### src/rtl/branch_resolve_unit.sv
// rtl/branch_resolve_unit.sv - execute-stage branch resolver with registered redirect and flush window
// Optional statistics counters are enabled by defining BRANCH_STATS_EN.
module branch_resolve_unit #(
  parameter int WIDTH        = 32,
  parameter int FLUSH_CYCLES = 2,
  parameter int CNT_W        = 16
) (
  input  logic             clk,
  input  logic             rst,
  input  logic             br_valid,
  input  logic [1:0]       br_type,
  input  logic             eq_in,
  input  logic [WIDTH-1:0] pc_in,
  input  logic [WIDTH-1:0] offset_in,
  output logic             redirect,
  output logic [WIDTH-1:0] target_pc,
  output logic             flush,
  output logic             busy,
  output logic [CNT_W-1:0] branch_cnt,
  output logic [CNT_W-1:0] taken_cnt
);

  localparam logic [1:0] BR_BEQ = 2'b00;
  localparam logic [1:0] BR_BNE = 2'b01;
  localparam logic [1:0] BR_JMP = 2'b10;
  localparam logic [1:0] BR_RSV = 2'b11;
  localparam logic [3:0] FLUSH_LOAD = 4'(FLUSH_CYCLES - 1);

  typedef enum logic {
    ST_IDLE,
    ST_FLUSH
  } state_t;

  state_t           r_state;
  logic [3:0]       r_cnt;
  logic             r_redirect;
  logic             r_flush;
  logic             r_busy;
  logic [WIDTH-1:0] r_target;

  logic             w_accept;
  logic             w_cond;
  logic             w_taken;
  logic [WIDTH-1:0] w_target;

  assign w_accept = br_valid && (r_state == ST_IDLE) && (br_type != BR_RSV);
  assign w_cond   = ((br_type == BR_BEQ) && eq_in) ||
                    ((br_type == BR_BNE) && !eq_in) ||
                    (br_type == BR_JMP);
  assign w_taken  = w_accept && w_cond;
  // Word offset scaled to bytes; overflow wraps silently.
  assign w_target = pc_in + (offset_in << 2);

  always_ff @(posedge clk or posedge rst) begin
    if (rst) begin
      r_state    <= ST_IDLE;
      r_cnt      <= '0;
      r_redirect <= 1'b0;
      r_flush    <= 1'b0;
      r_busy     <= 1'b0;
      r_target   <= '0;
    end else begin
      r_redirect <= 1'b0;
      case (r_state)
        ST_IDLE: begin
          if (w_taken) begin
            r_target   <= w_target;
            r_redirect <= 1'b1;
            r_flush    <= 1'b1;
            r_busy     <= 1'b1;
            r_cnt      <= FLUSH_LOAD;
            r_state    <= ST_FLUSH;
          end
        end
        ST_FLUSH: begin
          if (r_cnt == 4'd0) begin
            r_flush <= 1'b0;
            r_busy  <= 1'b0;
            r_state <= ST_IDLE;
          end else begin
            r_cnt <= r_cnt - 4'd1;
          end
        end
        default: begin
          r_state <= ST_IDLE;
          r_flush <= 1'b0;
          r_busy  <= 1'b0;
        end
      endcase
    end
  end

  assign redirect  = r_redirect;
  assign target_pc = r_target;
  assign flush     = r_flush;
  assign busy      = r_busy;

`ifdef BRANCH_STATS_EN
  logic [CNT_W-1:0] r_branch_cnt;
  logic [CNT_W-1:0] r_taken_cnt;

  // Counters saturate at all-ones instead of wrapping.
  always_ff @(posedge clk or posedge rst) begin
    if (rst) begin
      r_branch_cnt <= '0;
      r_taken_cnt  <= '0;
    end else begin
      if (w_accept && (r_branch_cnt != {CNT_W{1'b1}}))
        r_branch_cnt <= r_branch_cnt + 1'b1;
      if (w_taken && (r_taken_cnt != {CNT_W{1'b1}}))
        r_taken_cnt <= r_taken_cnt + 1'b1;
    end
  end

  assign branch_cnt = r_branch_cnt;
  assign taken_cnt  = r_taken_cnt;
`else
  assign branch_cnt = '0;
  assign taken_cnt  = '0;
`endif

endmodule

### config.mk
export PLATFORM = sky130hd
export DESIGN_NAME = branch_resolve_unit
export DESIGN_NICKNAME = d
export VERILOG_FILES = /design/src/rtl/branch_resolve_unit.sv
export SDC_FILE = /design/constraint.sdc
export NUM_CORES = 1
export LEC_CHECK = 0
export CAP_MARGIN = 25
export CORE_UTILIZATION = 44
export CTS_CLUSTER_SIZE = 25
export DETAILED_ROUTE_END_ITERATION = 16
export PLACE_DENSITY = 0.81
export SETUP_SLACK_MARGIN = 0.15
export SLEW_MARGIN = 20
export SYNTH_ARGS = -nofsm -noshare
export SYNTH_HDL_FRONTEND = slang
export SYNTH_SLANG_ARGS = --single-unit
### constraint.sdc
create_clock -name clk -period 2.2 [get_ports clk]
set_input_delay 0.22 -clock clk [delete_from_list [all_inputs] [get_ports clk]]
set_output_delay 0.22 -clock clk [all_outputs]
set_load 0.03 [all_outputs]
### Word-level counts from Yosys, hierarchy flattened

Cells that the tools add are included.

* bits in registers: 39
* input port bits: 70
* logic and storage cells: 37

* add/subtract/negate cells: 2
* equal/unequal tests: 6
* multiplexer cells: 10
* bitwise gates (word level): 1
* reductions and logical operators: 13

Operators by type and width (count)
* $add 32x32->32: 1
* $mux 4: 2
* $pmux 4 s2: 1
* $ne 2x2->1 const B: 3
* $reduce_and 2->1: 3
* $logic_and 1x1->1: 5
* $mux 1: 5
* $logic_not 4->1: 1
* $pmux 1 s2: 2
* $sub 4x1->4 const B: 1
* $eq 2x1->1 const B: 1
* $eq 2x2->1 const B: 1
* $logic_not 2->1: 1
* $logic_or 1x1->1: 2
* $ne 2x1->1 const B: 1
* $logic_not 1->1: 1
* $not 1->1: 1

### Logic depth before layout (Yosys ltp)

* word-level depth: 7
* gate-level depth with buffers: 10
* gate-level depth less buffers: 10

### Least setup slack after synthesis

OpenSTA, ideal clock, no wires.

* kind: input -> register
* start point: input pc_in[2]
* end point: register r_target[28], in the netlist target_pc[28]
* library setup time: 0.071 ns
* arrival: 2.069 ns
* data required time: 2.129 ns
* slack: 0.060 ns
* stages on the path: 10
* buffers on the path: 0
* cells stage by stage: ha_1 -> inv_1 -> fa_1 -> nor2b_1 -> o2111ai_1 -> and2_1 -> o211ai_2 -> nand2_1 -> or4_1 -> nand4_1

* word-level cells in the longest chain between the ends: 1

RTL lines
* start, declared: RTL line 13 `input logic [WIDTH-1:0] pc_in,`
* $add 32x32->32: RTL line 52 `assign w_target = pc_in + (offset_in << 2);`
* end signal, assigned: RTL line 67 `r_target <= w_target;`
* end, declared: RTL line 39 `logic [WIDTH-1:0] r_target;`

Every way passes these cells.
A chain may end at the register's enable or synchronous reset.

### Worst setup path after layout

* start point: input pc_in[18]
* end point: register r_target[29], in the netlist target_pc[29]

Same word-level chain as after synthesis.

==> flow_metrics.env <==
export IMPL_outcome="complete, no violations"
export IMPL_globalplace_congestion=0.856
export IMPL_synth_seq_area_share=0.285
export IMPL_grt_pass1_wl_um=18000
export IMPL_antenna_cells=0
export IMPL_pre_cts_ws_ns=-0.481
export IMPL_end_kind="register"
export IMPL_io_pins=137
export IMPL_die_w_um=90.2
export IMPL_synth_area_sq_um=3420
export IMPL_numPortBuffers=102
export IMPL_total_leakage_power_nw=2.57
export IMPL_cp_slowest_cell="clkdlybuf4s50_1"
export IMPL_drive_gt1_frac=0.320
export IMPL_grtUsageTotal=0.271
export IMPL_regArea_sq_um=976
export IMPL_synth_cell_types=58
export IMPL_drt_total_wl_um=12000
export IMPL_rows=31
export IMPL_grt_max_degree=46
export IMPL_synth_top_flop_cell="dfrtp_1"
export IMPL_crit_chain="clkdlybuf4s50_1 > ha_4 > a21oi_2 > o21ai_1 > o21bai_2 > a31o_1 > a21oi_2 > xnor2_1 > mux2_2"
export IMPL_clk_pin_slew_ns=0.08
export IMPL_crit_arrival_ns=2.24
export IMPL_antenna_found_initial=0
export IMPL_finalNonFillerCells=696
export IMPL_syn_avg_cell_area_sq_um=8.49
export IMPL_cts_htree_levels=2
export IMPL_hold_viol=0
export IMPL_critical_path_endpoint="target_pc[29]$_DFFE_PP0P_"
export IMPL_fin_area_sq_um=5700
export IMPL_power_mw=4.84
export IMPL_setup_viol=0
export IMPL_skew_ns=0.00597
export IMPL_fin_util=0.774
export IMPL_gr_total_overflow=0
export IMPL_pwr_density_cell_nw_per_um2=849
export IMPL_cts_root_buf="clkbuf_8"
export IMPL_fin_nets=698
export IMPL_fmax_mhz=488
export IMPL_dpl_cell_count=676
export IMPL_fill_cells=473
export IMPL_clk_path_buf_depth=2
export IMPL_finalCritPeriodShare=0.931
export IMPL_crit_top_cell="a21oi_2"
export IMPL_hold_buffers=0
export IMPL_fp_dieArea_sq_um=8130
export IMPL_cp_num_buf_inv=1
export IMPL_clkSinkCount=39
export IMPL_drc=0
export IMPL_reg2reg_from="r_cnt[0]$_DFFE_PP0P_"
export IMPL_area_delta_synth_final_pct=66.6
export IMPL_grtUsageMet2=0.467
export IMPL_rrSetupSlack_ns=0.51
export IMPL_fin_crit_ns=2.05
export IMPL_rsz0062_at_grt="yes"
export IMPL_worstPathRequired_ns=2.39
export IMPL_path_class="in -> reg"
export IMPL_wire_per_inst_um=17.2
export IMPL_async_reset_ff_frac=1.00
export IMPL_max_vdd_ir_drop_uv=316
export IMPL_drt_pass1_iter_count=5
export IMPL_num_vias=3869
export IMPL_cp_max_fo=5
export IMPL_critPathLaunch="pc_in[18]"
export IMPL_startpoint_type="input port"
export IMPL_dp_hpwl_um=8070
export IMPL_grt_pass1_vias=3759
export IMPL_drv_slew=0
export IMPL_synth_cells=403
export IMPL_worstMarginPinSlew_ns=0.554
export IMPL_multiInputGateArea_sq_um=2700
export IMPL_core_area_sq_um=7370
export IMPL_dieHeight_um=90.2
export IMPL_initial_core_util=0.464
export IMPL_yosys_warnings=0
export IMPL_relSlewSlack=0.630
export IMPL_cts_buffers=5
export IMPL_cp_top_family="compound AO/OA/AOI/OAI gates"
export IMPL_crit_cells=9
export IMPL_dr_first_iter_drc_count=227
export IMPL_timing_final_ws_setup_ns=0.152
export IMPL_reg2regPathDepth=7
export IMPL_drv_cap=0
export IMPL_grt_use_met3=0.0372
export IMPL_viasPerCell=5.56
export IMPL_ant_nets=0
export IMPL_grt_use_met1=0.337
export IMPL_worstReg2RegEnd="r_cnt[3]$_DFFE_PP0P_"
export IMPL_cts_tree="done"
export IMPL_ys_seq_elements=39
export IMPL_synth_edf_count=0
export IMPL_clkLatencyLatePin_ns=0.30
export IMPL_worst_path_largest_cell_delay_ns=0.52
export IMPL_hold_class="in -> reg"
export IMPL_place_area_sq_um=5040
export IMPL_grt_busiest_layer="met2"
[per-stage QoR]
step / TNS (ns) / hold WS (ns)
after global placement: -5.34 / 0.458
final: 0 / 0.270
after floorplan: 0 / 0.325
after detailed placement: -6.49 / 0.466
after global routing: 0 / 0.306
after CTS: 0 / 0.302
[state kept, by name, indices dropped and copies added (netlist names)]
name and cells:
busy 1, redirect 1, r_cnt 4, r_state 1, target_pc 32
[layout by cell type (no fill, tap or decap), types with 6 or more instances in the layout]
| cell | n |
|---|---|
| dlygate4sd2_1 | 25 |
| nand3_1 | 8 |
| o21ai_1 | 7 |
| nor2_1 | 13 |
| nand2_1 | 60 |
| nand4_1 | 6 |
| a31oi_1 | 8 |
| a21oi_2 | 16 |
| buf_4 | 99 |
| inv_1 | 11 |
| ha_1 | 8 |
| dlymetal6s2s_1 | 9 |
| xnor2_1 | 12 |
| a21oi_1 | 12 |
| ha_4 | 22 |
| o21ai_0 | 29 |
| clkbuf_8 | 6 |
| conb_1 | 32 |
| dfrtp_1 | 39 |
| xor2_1 | 13 |
| clkdlybuf4s50_1 | 66 |
[worst reg2reg max path, delay by kind of cell (launching register included)]
kind	cells	cell delay (ns)
xor gates and xnor gates	1	0.14
adders and majority gates	1	0.16
buffers and inverters	1	0.08
DFF	1	0.43
and+or+nand+nor	4	0.79
[logic make-up after synthesis]
kind of cell               synth area share
AOI/OAI and AO/OA                     0.249
and+or+nand+nor                       0.167
buffers and inverters                 0.107
DFF                                   0.285
adders and majority gates             0.116
xor gates and xnor gates             0.0717
other                               0.00110
muxes                               0.00329
[cells in the mapped netlist (all sizes together) (2+ instances only)]
master | number | area share
nand2 | 64 | 0.071
o21ai | 42 | 0.064
buf | 39 | 0.084
dfrtp | 39 | 0.29
a21oi | 30 | 0.047
ha | 30 | 0.11
nor2 | 16 | 0.018
xor2 | 15 | 0.038
inv | 13 | 0.014
xnor2 | 13 | 0.033
a31oi | 12 | 0.026
nand3 | 9 | 0.013
clkbuf | 7 | 0.0077
nand4 | 7 | 0.017
and3 | 6 | 0.011
o211ai | 6 | 0.016
o21bai | 6 | 0.013
a21o | 5 | 0.011
a211oi | 4 | 0.0088
a21boi | 3 | 0.0066
and4 | 3 | 0.0077
nand2b | 3 | 0.0055
a2111oi | 2 | 0.016
a2bb2oi | 2 | 0.0051
a311o | 2 | 0.0059
and2 | 2 | 0.0037
nor4 | 2 | 0.0080
o2111ai | 2 | 0.0051
or4 | 2 | 0.0044
[worst min path at each step]
stage / from / endpoint / slack, ns / cells past startpoint
6_report: offset_in[0] / target_pc[2]$_DFFE_PP0P_ / 0.27 / 4
4_1_cts: rst / target_pc[1]$_DFFE_PP0P_ / 0.30 / 2
3_5_place_dp: target_pc[0]$_DFFE_PP0P_ / target_pc[0]$_DFFE_PP0P_ / 0.47 / 2
3_3_place_gp: target_pc[0]$_DFFE_PP0P_ / target_pc[0]$_DFFE_PP0P_ / 0.46 / 2
2_1_floorplan: pc_in[0] / target_pc[0]$_DFFE_PP0P_ / 0.33 / 2
5_1_grt: offset_in[0] / target_pc[2]$_DFFE_PP0P_ / 0.31 / 4
[layer usage]
layer,wire length [um],share of wire,up-vias
li1,-,-,1772
met1,4720,0.39,1828
met2,6040,0.50,218
met3,710,0.059,51
met4,508,0.042,0
met5,0,0,-
[cell type report]
class                      instances  area share
tap                               99      0.0217
clock inverter                     1    0.000878
clock buffer                       6      0.0145
inverter                          14     0.00922
sequential                        39       0.171
multi-input combinational        335       0.473
timing repair buffer             202       0.309
[report_power, final]
part           switching (mW)  internal (mW)  total (mW)
Combinational            1.71           1.32        3.03
Clock                   0.253          0.246       0.499
Sequential              0.241           1.07        1.31
Total                    2.20           2.64        4.84
[repair_timing]
| item | 4_1_cts | 5_1_grt |
|---|---|---|
| pin swaps | 29 | 28 |
| setup endpoints to repair | 18 | 17 |
| gates resized for setup | 77 | 49 |
| buffers inserted | 10 | 3 |
| cloned | 0 | 0 |
Power figures use the tool's default switching activity.
